==> config.mk <==
export PLATFORM = sky130hd
export DESIGN_NAME = rsnn_sequencer
export DESIGN_NICKNAME = d
export VERILOG_FILES = /design/src/rtl/rsnn_sequencer.sv
export SDC_FILE = /design/constraint.sdc
export NUM_CORES = 1
export LEC_CHECK = 0
export CORE_MARGIN = 1.5
export CORE_UTILIZATION = 40
export CTS_CLUSTER_DIAMETER = 30
export DETAILED_ROUTE_END_ITERATION = 10
export PLACE_DENSITY = 0.78
export SYNTH_ARGS = -nofsm -noshare
export SYNTH_HDL_FRONTEND = slang
export SYNTH_SLANG_ARGS = --single-unit
==> constraint.sdc <==
create_clock -name clk -period 1.7 [get_ports clk]
set_input_delay 0.425 -clock clk [delete_from_list [all_inputs] [get_ports clk]]
set_output_delay 0.425 -clock clk [all_outputs]
set_load 0.02 [all_outputs]
==> src/rtl/rsnn_sequencer.sv <==
// rsnn_sequencer: loads neuron parameters over a byte stream and paces neuron updates while running.
// Optional feature macro RSNN_SPIKE_COUNT_EN builds the per-run spike counter and edge detector.
module rsnn_sequencer #(
  parameter logic [7:0] THR_RST   = 8'd64,
  parameter logic [7:0] DECAY_RST = 8'd4,
  parameter logic [7:0] REFR_RST  = 8'd3,
  parameter logic [7:0] FB_RST    = 8'd0,
  parameter logic [7:0] STEP_RST  = 8'd9
) (
  input  logic       clk,
  input  logic       rst_n,
  input  logic       cfg_start,
  input  logic       cfg_valid,
  input  logic [7:0] cfg_data,
  output logic       cfg_ready,
  input  logic       run_en,
  input  logic       spike_in,
  output logic       neuron_enable,
  output logic       neuron_clear,
  output logic [7:0] threshold,
  output logic [7:0] decay,
  output logic [7:0] refractory_period,
  output logic [7:0] feedback_scale,
  output logic [7:0] spike_count,
  output logic       busy,
  output logic [1:0] state
);

  // Handshake: a config byte transfers on every rising edge where cfg_valid && cfg_ready;
  // cfg_ready is high for the whole LOAD state and never depends on cfg_valid.
  typedef enum logic [1:0] {
    IDLE = 2'd0,
    LOAD = 2'd1,
    RUN  = 2'd2
  } state_t;

  state_t     state_q, state_d;
  logic [2:0] byte_idx;
  logic [7:0] prescaler;
  logic [7:0] step_period;
  logic       clear_q;
  logic       cfg_accept;
  logic       run_entry;

  always_comb begin
    state_d       = state_q;
    cfg_ready     = 1'b0;
    neuron_enable = 1'b0;
    cfg_accept    = 1'b0;
    run_entry     = 1'b0;
    case (state_q)
      IDLE: begin
        if (cfg_start) begin
          state_d = LOAD;
        end else if (run_en) begin
          state_d   = RUN;
          run_entry = 1'b1;
        end
      end
      LOAD: begin
        cfg_ready  = 1'b1;
        cfg_accept = cfg_valid;
        if (cfg_valid && byte_idx == 3'd4) state_d = IDLE;
      end
      RUN: begin
        // The exit cycle (run_en low) never strobes the neuron.
        if (!run_en) state_d = IDLE;
        else         neuron_enable = (prescaler == step_period);
      end
      default: state_d = IDLE;
    endcase
  end

  always_ff @(posedge clk or negedge rst_n) begin
    if (!rst_n) begin
      state_q           <= IDLE;
      byte_idx          <= 3'd0;
      prescaler         <= 8'd0;
      clear_q           <= 1'b0;
      threshold         <= THR_RST;
      decay             <= DECAY_RST;
      refractory_period <= REFR_RST;
      feedback_scale    <= FB_RST;
      step_period       <= STEP_RST;
    end else begin
      state_q <= state_d;
      clear_q <= run_entry;
      if (cfg_accept) begin
        byte_idx <= (byte_idx == 3'd4) ? 3'd0 : byte_idx + 3'd1;
        case (byte_idx)
          3'd0:    threshold         <= cfg_data;
          3'd1:    decay             <= cfg_data;
          3'd2:    refractory_period <= cfg_data;
          3'd3:    feedback_scale    <= cfg_data;
          3'd4:    step_period       <= cfg_data;
          default: ;
        endcase
      end else if (state_q != LOAD) begin
        byte_idx <= 3'd0;
      end
      if (state_q == RUN && run_en) prescaler <= neuron_enable ? 8'd0 : prescaler + 8'd1;
      else                          prescaler <= 8'd0;
    end
  end

  assign neuron_clear = clear_q;
  assign busy         = (state_q != IDLE);
  assign state        = state_q;

`ifdef RSNN_SPIKE_COUNT_EN
  logic       spike_prev;
  logic [7:0] count_q;

  always_ff @(posedge clk or negedge rst_n) begin
    if (!rst_n) begin
      spike_prev <= 1'b0;
      count_q    <= 8'd0;
    end else begin
      spike_prev <= spike_in;
      if (run_entry) begin
        count_q <= 8'd0;
      end else if (state_q == RUN && spike_in && !spike_prev && count_q != 8'hFF) begin
        count_q <= count_q + 8'd1;
      end
    end
  end

  assign spike_count = count_q;
`else
  logic unused_spike_in;
  assign unused_spike_in = spike_in;
  assign spike_count     = 8'd0;
`endif

endmodule

=== After elaboration in Yosys (flattened, before gate mapping) ===
Cells that the tools add are included.

* Bits in registers: 54
* Input bits: 14
* Output and inout bits: 46
* Logic and storage cells: 51

* $add $sub $neg: 2
* Equality and inequality tests: 11
* Mux-type cells: 17
* Reduce and logical (&&, ||, !) cells: 12

{| class="wikitable"
|+ Operators with widths
! operator !! count
|-
| $mux W8 || 2
|-
| $reduce_and A2 Y1 || 5
|-
| $mux W3 || 3
|-
| $add A8 B1 Y8 const B || 1
|-
| $eq A8 B8 Y1 || 1
|-
| $mux W2 || 4
|-
| $mux W1 || 7
|-
| $eq A3 B2 Y1 const B || 2
|-
| $pmux W2 S3 || 1
|-
| $ne A2 B2 Y1 const B || 2
|-
| $reduce_bool A2 Y1 || 2
|-
| $add A3 B1 Y3 const B || 1
|-
| $eq A3 B1 Y1 const B || 1
|-
| $eq A3 B3 Y1 const B || 1
|-
| $logic_not A3 Y1 || 1
|-
| $ne A3 B3 Y1 const B || 1
|-
| $reduce_and A3 Y1 || 1
|-
| $eq A2 B1 Y1 const B || 1
|-
| $eq A2 B2 Y1 const B || 1
|-
| $logic_and A1 B1 Y1 || 2
|-
| $logic_not A2 Y1 || 1
|-
| $ne A2 B1 Y1 const B || 1
|}

=== Logic depth before layout (Yosys ltp) ===
Gate-level depths: netlist (run 1).

* Depth in word-level cells: 5
* Gate-level depth with buffers: 5

=== Worst setup path before layout (run 1) ===
OpenSTA, ideal clock, no wires.

* Path type: flip-flop to output port
* Start: register state_q[0] (netlist: state[0])
* End: output port neuron_enable
* Arrival time: 1.399 ns
* Required time: 1.275 ns
* Setup slack: -0.124 ns
* Cell stages (with the launch flop): 5
* Buffers on the path: 1
* Cell sequence: dfrtp_1 > nand2b_4 > or2_2 > buf_2 > and3b_1

* Longest elaborated chain between the ends: 2

{| class="wikitable"
|+ Ends and longest elaborated chain
! element !! RTL line !! source
|-
| from (decl) || 37 || <nowiki>state_t state_q, state_d;</nowiki>
|-
| from (signal assigned) || 86 || <nowiki>state_q <= state_d;</nowiki>
|-
| $eq A2 B2 Y1 || 51 || <nowiki>case (state_q)</nowiki>
|-
| $mux W1 || 51 ||
|-
| to (decl) || 18 || <nowiki>output logic neuron_enable,</nowiki>
|}

No other way between the ends.

=== Worst setup path in the final report (run 1) ===
* Start: register step_period[0]
* End: output port neuron_enable

* Longest elaborated chain between the ends: 3

{| class="wikitable"
|+ Ends and longest elaborated chain
! element !! RTL line !! source
|-
| from (decl) || 40 || <nowiki>logic [7:0] step_period;</nowiki>
|-
| from (signal assigned) || 95 || <nowiki>3'd4: step_period <= cfg_data;</nowiki>
|-
| $eq A8 B8 Y1 || 68 || <nowiki>else neuron_enable = (prescaler == step_period);</nowiki>
|-
| $mux W1 || 67 || <nowiki>if (!run_en) state_d = IDLE;</nowiki>
|-
| $mux W1 || 51 ||
|}

No other way between the ends.

==> results list, run 1 <==
- Final count of pins violating max slew: 0
* Worst clock skew: 0.00400 ns
- Input and output buffers added on the ports amount to 50.
- Tcrit/Tclk final: 119%
- Most common cell after layout, fill and taps aside: dfrtp_1
* Wire length of the first global-routing pass: 7.94 mm
- Worst min-delay path class: primary input to asynchronous set/reset pin
- The placed instances occupy a cell area of 3190 um^2.
* Reg2reg setup slack: 0.06 ns
- Largest net degree at the start of global routing: 55
- DRC marker count from the first detailed-route iteration: 161
- For the finished layout, the period the worst path requires is 2.02 ns.
- After clock tree synthesis, the clock-pin slew on the worst setup and hold paths is 0.09 ns.
- 0 antenna diodes ended up in the layout.
* Commonest cells after routing, fill and taps aside: 47 x dfrtp_1, 39 x mux2_2, 22 x dlygate4sd2_1
- The die is 80.9 um wide.
* Area of the placeable core: 5890 um^2
* Share of final-layout standard cells stronger than drive strength 1: 38.3%
* Final Hold Violating Endpoints: 0
- F_max: 495 MHz
- Sequential element share of the synthesized area: 56.0%
- In the post-route analysis, the smallest setup slack over all paths is -0.319 ns.
- In this run the worst path has a maximum fanout of 2.
* Setup CP Type: register to output pin
* R2R cell count: 6
- After global routing the overflow that remains totals 0.
- ANT nets after route: 0
- Die height: 80.9 um
* Required time reported for the critical path endpoint: 1.27 ns
* Routed vias: 1646
- Clock latency on the worst-skew pair: 0.31 ns
- Synthesis inferred 54 register bits.
- Arrival time at the worst endpoint: 1.59 ns
* I/O pin count: 60
* Clock Path Buffers: 2
- In this run the static leakage power is 1.64 nW.
- STA classifies the critical path endpoint as an output pin.
* Setup repair after global routing missed its margin: yes
- First-pass iteration count of the detailed router: 4
* Total standard cell area after synthesis: 2430 um^2
* Failing checks: negative setup slack
- Critical Path Start Type: register
* Synth Instances: 176
- With fillers left out, the area of the finished cells amounts to 3320 um^2.
* Number of distinct library cell variants in the gate-level netlist after synthesis: 35
- Overall power consumption after layout is estimated at 5.56 mW.
- After floorplanning, the core was divided into 28 placement rows.
* Startpoint of the lowest-slack register-to-register path: state[1]$_DFFE_PN0P_
* Count of maximum capacitance violations: 0
* Layout fillers: 523
- After detailed routing, the number of remaining DRC violations is 0.
- Worst flop-to-flop path endpoint: step_period[1]$_DFFE_PN0P_
- The clock net in this run drives a total of 54 sinks.
- The congestion estimate from routability-driven global placement came to 0.880.
* Worst slack on hold paths: 0.0950 ns
- Average wire length per cell after detail routing: 14.9 um
- Net count, final: 275
- Via-to-Cell Ratio: 4.97
* Die Area: 6550 um^2
* Run status: finished, violations left
* Initial Utilization: 41.3%
* Area taken by multi-input logic gates: 1010 um^2
- VDD sags by at most 0.824 mV.
- Detailed placement ended at an HPWL of 3.45 mm.
- Across every metal layer, demand over resource in global routing totals 16.2%.
- The tree is rooted in a clkbuf_8.
- The Yosys step of the flow raised 0 warnings.
- Final WL: 4.94 mm
* CTS HTree Levels: 2
- Number of buffers added by the clock tree synthesis step: 5
- Number of setup violations in the final report: 1
- TritonCTS built the clock tree.
* Average size of a mapped cell: 13.8 um^2
- Registers take 1360 um^2.
- Post-CTS Hold Fix Bufs: 0
- Power spread over the standard cell area amounts to 1670 nW/um^2.
- The initial antenna violation count is 0.
* Via count of the first global-routing pass: 1622
- Syn-to-layout area delta: 36.6%
[layout make-up]
class,instances,share of cell area [%]
clock inverters,1,0.151
multi-input cells,112,30.5
flip-flops and latches,54,41.0
inverters,7,0.792
well taps,75,2.83
clock buffers,7,2.60
repair buffers,75,22.2
[critical path, cell delays in order (launching register included)]
cell and delay, ns:
dfstp_2 0.54, xor2_1 0.09, nor4_4 0.31, and3b_2 0.23, buf_6 0.11
[report_power, final]
part | leakage (nW) | total (mW) | internal [mW] | switching (mW)
logic | 0.935 | 2.67 | 1.33 | 1.34
registers | 0.658 | 2.15 | 1.86 | 0.289
clock network | 0.0482 | 0.735 | 0.330 | 0.405
total | 1.64 | 5.56 | 3.53 | 2.03
[worst max-delay path by stage]
stage | startpoint | endpoint | slack [ns] | cells past startpoint
floorplan | step_period[0]$_DFFE_PN1P_ | neuron_enable | -0.04 | 3
global placement | run_en | neuron_enable | -0.82 | 5
detailed placement | run_en | neuron_enable | -0.84 | 5
CTS | step_period[3]$_DFFE_PN1P_ | neuron_enable | -0.34 | 4
global route | step_period[0]$_DFFE_PN1P_ | neuron_enable | -0.36 | 4
finish | step_period[0]$_DFFE_PN1P_ | neuron_enable | -0.32 | 4
[logic make-up (layout without fill, tap and decap cells)]
kind of cell / Yosys count / after routing / share of synthesized area [%]
AO/OA/AOI/OAI: 16 / 16 / 4.64
XOR/XNOR: 11 / 11 / 3.97
adder cells (fa/ha/maj): 6 / 6 / 3.09
buffers and inverters: 17 / 90 / 3.97
flip-flops: 54 / 54 / 56.0
multiplexers: 40 / 40 / 18.5
other: 1 / 8 / 0.154
AND/OR/NAND/NOR: 31 / 31 / 9.69
[stage by stage]
step	setup WS (ns)	cells	utilization (%)	TNS, ns
final	-0.319	331	56.4	-0.319
after global routing	-0.365	331	56.4	-0.388
after CTS	-0.338	331	55.6	-0.338
after detailed placement	-0.838	321	54.1	-8.96
after global placement	-0.816	321	54.1	-8.23
after floorplan	-0.0377	183	-	-0.0377
[layer usage]
metal,global-route usage (%),share of wire [%]
met1,21.7,45
met2,25.5,48
met3,4.72,6.1
met4,5.00,1.5
met5,0,0
[cells in the mapped netlist, drive strengths merged]
| cell type | count | area share, % |
|---|---|---|
| dfrtp | 48 | 49 |
| mux2 | 40 | 19 |
| xor2 | 10 | 3.6 |
| buf | 9 | 2.7 |
| nand2 | 9 | 1.7 |
| inv | 7 | 1.1 |
| dfstp | 6 | 6.5 |
| ha | 6 | 3.1 |
| nand3 | 6 | 1.4 |
| a211oi | 5 | 1.5 |
| a21oi | 3 | 0.62 |
| a221oi | 3 | 1.1 |
| o21ai | 3 | 0.62 |
| or3 | 3 | 0.77 |
| nand2b | 2 | 0.93 |
| nor3 | 2 | 0.88 |
| nor4 | 2 | 1.8 |
| or2 | 2 | 0.52 |
| a22oi | 1 | 0.31 |
| and3b | 1 | 0.36 |
| and4bb | 1 | 0.67 |
| clkbuf | 1 | 0.21 |
| conb | 1 | 0.15 |
| nand4 | 1 | 0.26 |
| nor2 | 1 | 0.15 |
| nor2b | 1 | 0.26 |
| o221a | 1 | 0.46 |
| xnor2 | 1 | 0.36 |
[state kept, by name, summed over array words and instances (netlist names), 2 cells and up]
signal             cells
byte_idx               3
decay                  8
feedback_scale         8
prescaler              8
refractory_period      8
state                  2
step_period            8
threshold              8
[timing repair]
item                       in CTS  in global routing
gates resized for setup        40                 17
pin swaps                       2                  2
buffers inserted                2                  0
setup endpoints to repair      24                 17
Power figures use the tool's default switching activity.
==> run 2, diff against run 1 <==
--- a/config.mk
+++ b/config.mk
@@ -5,11 +5,12 @@
 export SDC_FILE = /design/constraint.sdc
 export NUM_CORES = 1
 export LEC_CHECK = 0
+export ABC_AREA = 1
 export CORE_MARGIN = 1.5
 export CORE_UTILIZATION = 40
 export CTS_CLUSTER_DIAMETER = 30
 export DETAILED_ROUTE_END_ITERATION = 10
-export PLACE_DENSITY = 0.78
+export PLACE_DENSITY = 0.77
 export SYNTH_ARGS = -nofsm -noshare
 export SYNTH_HDL_FRONTEND = slang
 export SYNTH_SLANG_ARGS = --single-unit
==> run 2 against run 1 <==
  * The flow still finishes with violations (negative setup slack)
  * Critical path type unchanged
  * Clock power grew 6.4%
  * Via count rose by 24%
  * Largest cell class unchanged
  * Critical endpoint unchanged
  * Critical path depth up 1
  * Flip-flop and latch count did not move
  * Register-to-register slack better by 0.03 ns
  * Combinational power fell by 4%
==> results list, run 2 <==
* Post-synth top flop: dfrtp_1 (unchanged)
- The final estimated routing congestion in global placement is 0.880 (about the same).
- Overflow left after global routing: 0 (unchanged)
- Setup repair after global routing missed its margin: yes (unchanged)
* Post-CTS Hold Fix Bufs: 0 (unchanged)
- The biggest fanout along the worst timing path is 2 (unchanged).
* HPWL after DPL: 4.03 mm (was 3.45 mm)
* First-pass iteration count of the detailed router: 4 (unchanged)
- Area post-placement: 3210 um^2 (was 3190 um^2)
* Antenna violations before repair: 0 (unchanged)
- The total track usage is 18.8% (was 16.2%).
* Number of storage elements in the synthesis netlist: 54 (unchanged)
* Area contributors post-synth: dfrtp_1 49%, nor2_1 6.8%, dfstp_2 6.4%, nand2_1 6.1%, a21oi_1 5.3% (was dfrtp_1 49%, mux2_2 18%, dfstp_2 6.5%, xor2_1 3.6%, ha_1 3.1%)
- Top cells by instance count after synthesis: 48 x dfrtp_1, 45 x nor2_1, 40 x nand2_1 (was 48 x dfrtp_1, 39 x mux2_2, 10 x xor2_1).
* Count of maximum capacitance violations: 0 (unchanged)
- ANT nets after route: 0 (unchanged)
- Final sum of negative setup slack: -0.130 ns (was -0.319 ns)
* Final count of pins violating max slew: 0 (unchanged)
* Final Hold Violating Endpoints: 0 (unchanged)
- The fraction of registers with async set/reset came to 100% (unchanged).
- Number of flops mapped to enable cells by yosys: 0 (unchanged)
- Crit-path max cell delay: 0.56 ns (was 0.54 ns)
- Slew at the pin closest to its max-slew limit: 0.535 ns
- Area of the placeable core: 5960 um^2 (was 5890 um^2)
- The most area-hungry cell type in the Yosys netlist was dfrtp_1 (unchanged).
- The kind of path behind the tightest hold check is primary input to asynchronous set/reset pin (unchanged).
- Die height: 81.6 um (was 80.9 um)
* Root Buffer Master: clkbuf_8 (unchanged)
- The most common cell in the netlist was dfrtp_1 (unchanged).
* PD cells: 1600 nW/um^2 (was 1670 nW/um^2)
- Failing checks: negative setup slack (unchanged).
- The relative area change from synthesis to final layout was 38.2% (was 36.6%).
- Via-to-Cell Ratio: 4.73 (was 4.97)
* Setup CP Type: register to output pin (unchanged)
- Run status: finished, violations left (unchanged)
- Detailed-route DRC error count: 0 (unchanged)
- The source-to-sink clock delay at the later pin of the worst-skew pair came to 0.32 ns (was 0.31 ns).
- I/O pin count: 60 (unchanged)
* Arrival time at the worst endpoint: 1.41 ns (was 1.59 ns)
* Routed vias: 2039 (was 1646)
- Buffers added on ports: 50 (unchanged)
* Average size of a mapped cell: 9.36 um^2 (was 13.8 um^2)
- The slowest library cell on the worst path was dfstp_2 (unchanged).
- Placement row count: 28 (unchanged)
- The final critical-path required period came to 1.83 ns (was 2.02 ns).
- The wire length reported by the detailed router was 5.76 mm (was 4.94 mm).
- The largest net degree at the start of global routing was 24 (was 55).
- Die Span X: 81.6 um (was 80.9 um)
* Non-Filler Cell Area, Final: 3410 um^2 (was 3320 um^2)
- The share of post-route cells with drive strength above 1 was 24.4% (was 38.3%).
- The launching element type of the critical path is a register (unchanged).
- Number of setup violations in the final report: 1 (unchanged)
- Net count, final: 375 (was 275)
* Area share of the leading cell type in the synthesized netlist: 48.6% (was 49.5%)
- The routed length per placed instance came to 13.4 um (was 14.9 um).
* Wire length of the first global-routing pass: 9.22 mm (was 7.94 mm)
- Yosys warning total: 0 (unchanged)
* CTS tree: yes (unchanged)
* Clock-pin slew on the worst setup and hold paths: 0.10 ns (was 0.09 ns)
- The leakage component of the power came to 1.65 nW (was 1.64 nW).
* Clock Path Buffers: 2 (unchanged)
- Endpoint type of the worst setup path: output pin (unchanged)
* Total standard cell area after synthesis: 2470 um^2 (was 2430 um^2)
- DRC marker count from the first detailed-route iteration: 100 (was 161)
- Final antenna diode count: 0 (unchanged)
- Most common cell after layout, fill and taps aside: dfrtp_1 (unchanged)
* Cell-by-cell trace of the critical path: inv_2 > nand2_2 > o2111ai_2 > nor2_1 > buf_4 (was xor2_1 > nor4_4 > and3b_2 > buf_6)
- Layout fillers: 551 (was 523)
- Worst slew margin: 64.4%
- F_max: 546 MHz (was 495 MHz)
- The number of sinks driven by the clock tree is 54 (unchanged).
* Number of distinct library cell variants in the gate-level netlist after synthesis: 24 (was 35)
- Number of buffers added by the clock tree synthesis step: 5 (unchanged)
- Via count of the first global-routing pass: 2001 (was 1622)
- Worst clock skew: 0.00846 ns (was 0.00400 ns)
- Die Area: 6660 um^2 (was 6550 um^2)
- Required time reported for the critical path endpoint: 1.27 ns (about the same)
* Sequential element share of the synthesized area: 55.0% (was 56.0%)
* Tcrit/Tclk final: 108% (was 119%)
* Initial Utilization: 41.5% (was 41.3%)
- The level count of the clock H-tree is 2 (unchanged).
- Place WS: -0.809 ns (was -0.838 ns)
* Least setup slack across all paths after layout: -0.130 ns (was -0.319 ns)
- Synth Instances: 264 (was 176)
- Commonest cells after routing, fill and taps aside: 48 x dfrtp_1, 41 x nor2_1, 39 x buf_4 (was 47 x dfrtp_1, 39 x mux2_2, 22 x dlygate4sd2_1)
- Worst VDD drop: 0.916 mV (was 0.824 mV)
-- run 2: cells by family after synthesis --
family	after synthesis	share of synthesized area, %
compound gates	51	10.7
fa+ha+maj	6	3.04
xor+xnor	10	3.54
buf+inv	43	8.96
other cells	1	0.152
flops	54	55.0
simple gates	99	18.6
-- run 2: layer usage --
| metal | track usage (%) | share of wire [%] | vias up |
|---|---|---|---|
| li1 | - | - | 1001 |
| met1 | 23.0 | 43 | 978 |
| met2 | 32.9 | 52 | 50 |
| met3 | 3.33 | 4.4 | 10 |
| met4 | 7.12 | 1.5 | 0 |
| met5 | 0 | 0 | - |
-- run 2: worst paths after layout --
path                                               startpoint                       endpoint  slack, ns  cells past startpoint
worst min-delay path                                    rst_n           state[1]$_DFFE_PN0P_       0.07                      1
worst max register to register           state[1]$_DFFE_PN0P_           state[1]$_DFFE_PN0P_       0.09                     10
worst max-delay path               step_period[3]$_DFFE_PN1P_                  neuron_enable      -0.13                      5
worst min register to register  feedback_scale[6]$_DFFE_PN0P_  feedback_scale[6]$_DFFE_PN0P_       0.49                      2
min in group clk                feedback_scale[6]$_DFFE_PN0P_  feedback_scale[6]$_DFFE_PN0P_       0.49                      2
max in group asynchronous                               rst_n       threshold[7]$_DFFE_PN0P_       1.04                      2
-- run 2: cell type report --
| cell class | count | area, um^2 | share of cell area (%) |
|---|---|---|---|
| multi-input combinational | 174 | 986 | 28.9 |
| inverter | 30 | 115 | 3.37 |
| clock inverter | 2 | 16.3 | 0.476 |
| sequential | 54 | 1360 | 39.8 |
| timing repair buffer | 90 | 762 | 22.3 |
| clock buffer | 6 | 82.6 | 2.42 |
| tap | 75 | 93.8 | 2.75 |
-- run 2: where the power goes --
part | leakage, nW | switching (mW) | internal [mW]
Sequential | 0.651 | 0.304 | 1.82
Combinational | 0.955 | 1.47 | 1.08
Clock | 0.0478 | 0.446 | 0.336
-- run 2: per-stage QoR --
stage               cells  hold WS, ns  utilization, %  power (mW)
detailed placement    412        0.434            53.9        4.80
global placement      412        0.436            53.9        4.75
finish                431       0.0736            57.3        5.46
floorplan             271        0.129               -        3.58
CTS                   428       0.0863            55.8        5.34
global route          431        0.102            57.3        5.87
-- run 2: critical path, delay by kind of cell (launching register included) --
kind,cells,cell delay (ns)
AOI/OAI and AO/OA,1,0.12
buffers and inverters,2,0.19
DFF,1,0.56
and+or+nand+nor,2,0.21
-- run 2: repair_timing --
action,4_1_cts,5_1_grt
buffers inserted,8,4
gates resized for setup,50,27
setup endpoints to repair,37,3
pin swaps,6,9
==> run 3, diff against run 2 <==
--- a/config.mk
+++ b/config.mk
@@ -7,10 +7,11 @@
 export LEC_CHECK = 0
 export ABC_AREA = 1
 export CORE_MARGIN = 1.5
-export CORE_UTILIZATION = 40
+export CORE_UTILIZATION = 44
 export CTS_CLUSTER_DIAMETER = 30
 export DETAILED_ROUTE_END_ITERATION = 10
-export PLACE_DENSITY = 0.77
+export PLACE_DENSITY = 0.83
+export SKIP_LAST_GASP = 1
 export SYNTH_ARGS = -nofsm -noshare
 export SYNTH_HDL_FRONTEND = slang
 export SYNTH_SLANG_ARGS = --single-unit
==> run 3 against run 2 <==
  * The flow still finishes with violations (negative setup slack)
  * Via count shrank 3.6%
  * Design area shrank 3.4%
  * Cell count down 2.8%
  * Critical path depth grew 1
  * Global-route usage is 0.19 points higher
  * Clock skew down 0.0030 ns
  * Clock power down 4.9%
  * Maximum frequency shrank 1.8%
  * Highest routed layer unchanged
==> results list, run 3 (synthesis gave the netlist of run 2 again) <==
- The count of final setup violators came to 1 (unchanged).
* Least setup slack across all paths after layout: -0.165 ns (was -0.130 ns)
- The number of inserted diodes is 0 (unchanged).
- The first-pass GRT wire length was 9.04 mm (was 9.22 mm).
- The data arrival time of the critical path was 1.44 ns (was 1.41 ns).
* Die Area: 6070 um^2 (was 6660 um^2)
* F_max: 536 MHz (was 546 MHz)
- Clock latency on the worst-skew pair: 0.31 ns (was 0.32 ns)
* Placer congestion estimate: 0.897 (was 0.880)
- Number of buffers added by the clock tree synthesis step: 5 (unchanged)
- Failing checks: negative setup slack (unchanged)
* Startpoint of the lowest-slack register-to-register path: state[1]$_DFFE_PN0P_ (unchanged)
- The first element of the critical path was step_period[4]$_DFFE_PN0P_ (was step_period[3]$_DFFE_PN1P_).
- The post-layout net count came to 366 (was 375).
- Overflow left after global routing: 0 (unchanged)
- The worst slack after detailed placement was -0.825 ns (was -0.809 ns).
- The level count of the clock H-tree was 2 (unchanged).
- The cell area power density was 1610 nW/um^2 (was 1600 nW/um^2).
* Final WL: 5.38 mm (was 5.76 mm)
* Initial Utilization: 45.2% (was 41.5%)
- The per-cell via count in the routed design came to 4.69 (was 4.73).
- Routed vias: 1966 (was 2039)
* Endpoint type of the worst setup path: output pin (unchanged)
- Most common cell after layout, fill and taps aside: dfrtp_1 (unchanged)
- The final clock period utilization by the worst path was 110% (was 108%).
* Average wire length per cell after detail routing: 12.8 um (was 13.4 um)
* Leakage power: 1.65 nW (about the same)
* Post-CTS Hold Fix Bufs: 0 (unchanged)
- The setup slack on the worst flop-to-flop path was 0.20 ns (was 0.09 ns).
- The floorplan core area was 5470 um^2 (was 5960 um^2).
- Final core utilization: 60.3% (was 57.3%)
- The horizontal die dimension was 77.9 um (was 81.6 um).
* Required time reported for the critical path endpoint: 1.27 ns (about the same)
* Detailed-route DRC error count: 0 (unchanged)
- The number of nets with antenna violations after detailed routing was 0 (unchanged).
* Critical Path Start Type: register (unchanged)
* Setup repair after global routing missed its margin: yes (unchanged)
* Syn-to-layout area delta: 33.5% (was 38.2%)
* Antenna violations before repair: 0 (unchanged)
- The initial DRC count was 178 (was 100).
- The number of placed I/O pins came to 60 (unchanged).
- The number of endpoints with negative hold slack in the final report is 0 (unchanged).
* Post-route total power: 5.30 mW (was 5.46 mW)
- The first-pass iteration count of the detailed router was 4 (unchanged).
- Worst min-delay path class: primary input to asynchronous set/reset pin (unchanged)
* Placement row count: 27 (was 28)
- The share of post-route cells with drive strength above 1 is 17.9% (was 24.4%).
- The number of pins exceeding their max-slew limit in the final report is 0 (unchanged).
- The cell at the root of the clock tree is clkbuf_8 (unchanged).
* Run status: finished, violations left (unchanged)
* Sinks on Clock Net: 54 (unchanged)
- The via count of the first global-routing pass is 1942 (was 2001).
* CTS tree: yes (unchanged)
- The biggest fanout along the worst timing path was 3 (was 2).
- Commonest cells after routing, fill and taps aside: 48 x dfrtp_1, 43 x nor2_1, 38 x nand2_1 (was 48 x dfrtp_1, 41 x nor2_1, 39 x buf_4)
- Buffers added on ports: 50 (unchanged)
* Minimum clock period after layout: 1.86 ns (was 1.83 ns)
- Setup CP Type: register to output pin (unchanged)
- The total track usage was 19.0% (was 18.8%).
- HPWL after DPL: 3.96 mm (was 4.03 mm)
* Clock-pin slew on the worst setup and hold paths: 0.10 ns (about the same)
- The floorplan die height was 77.9 um (was 81.6 um).
- The count of max-cap constraint violations is 0 (unchanged).
- Largest net degree at the start of global routing: 55 (was 24)
* Worst clock skew: 0.00543 ns (was 0.00846 ns)
- Clock Path Buffers: 2 (unchanged)
* Worst VDD drop: 1.04 mV (was 0.916 mV)
-- run 3: cell count changes in the layout (fill, tap and decap cells not counted), moves of 3 or more --
cell / previous run / this run
dlygate4sd2_1: 35 / 32
inv_1: 25 / 29
buf_4: 39 / 31
dlymetal6s2s_1: 0 / 4
o21ai_2: 3 / 0
inv_2: 4 / 0
nand2_2: 7 / 3
nand2_1: 34 / 38
-- run 3: area by class of cell --
| type | count | area (um^2) |
|---|---|---|
| fillers | 481 | 2170 |
| repair buffers | 81 | 698 |
| inverters | 30 | 115 |
| multi-input cells | 174 | 940 |
| well taps | 72 | 90.1 |
| flip-flops and latches | 54 | 1360 |
| clock inverters | 3 | 28.8 |
| clock buffers | 5 | 68.8 |
-- run 3: where the power goes --
group / switching, mW / internal, mW / total (mW) / leakage (nW)
combinational: 1.44 / 1.00 / 2.44 / 0.951
clock: 0.438 / 0.306 / 0.744 / 0.0502
sequential: 0.295 / 1.82 / 2.12 / 0.651
total: 2.17 / 3.13 / 5.30 / 1.65
-- run 3: metrics by stage --
stage                     hold WS (ns)  std cells  setup TNS [ns]  cell area (um^2)
after floorplan                  0.129        271               0              2500
after global placement           0.437        409           -1.90              3210
after detailed placement         0.438        409           -3.09              3210
after CTS                       0.0982        419          -0.165              3280
after global routing             0.106        419          -0.187              3300
final                           0.0814        419          -0.165              3300
-- run 3: worst max-delay path, cell delays in order, from the launching register on --
cell     delay [ns]
dfrtp_1        0.43
inv_1          0.09
o21ai_0        0.09
nor2_1         0.12
nand4_1        0.11
nor2_1         0.14
buf_4          0.16
-- run 3: worst paths after layout --
check / cells past startpoint / endpoint
max: 6 / neuron_enable
min: 2 / prescaler[7]$_DFF_PN0_
max reg2reg: 9 / threshold[7]$_DFFE_PN0P_
min reg2reg: 2 / feedback_scale[6]$_DFFE_PN0P_
max in group asynchronous: 2 / step_period[0]$_DFFE_PN1P_
min in group clk: 2 / feedback_scale[6]$_DFFE_PN0P_
-- run 3: metal layers --
layer | GRT usage [%] | share of wire (%) | wire (um)
met5 | 0 | 0 | 0
met1 | 24.8 | 43 | 2310
met2 | 32.1 | 51 | 2770
met3 | 3.88 | 4.7 | 251
met4 | 5.18 | 0.95 | 51
-- run 3: timing repair --
item	in CTS	in global routing
setup endpoints to repair	34	5
buffers inserted	2	0
resized for setup	49	8
pin swaps	2	2
endpoints found under the hold margin	0	0
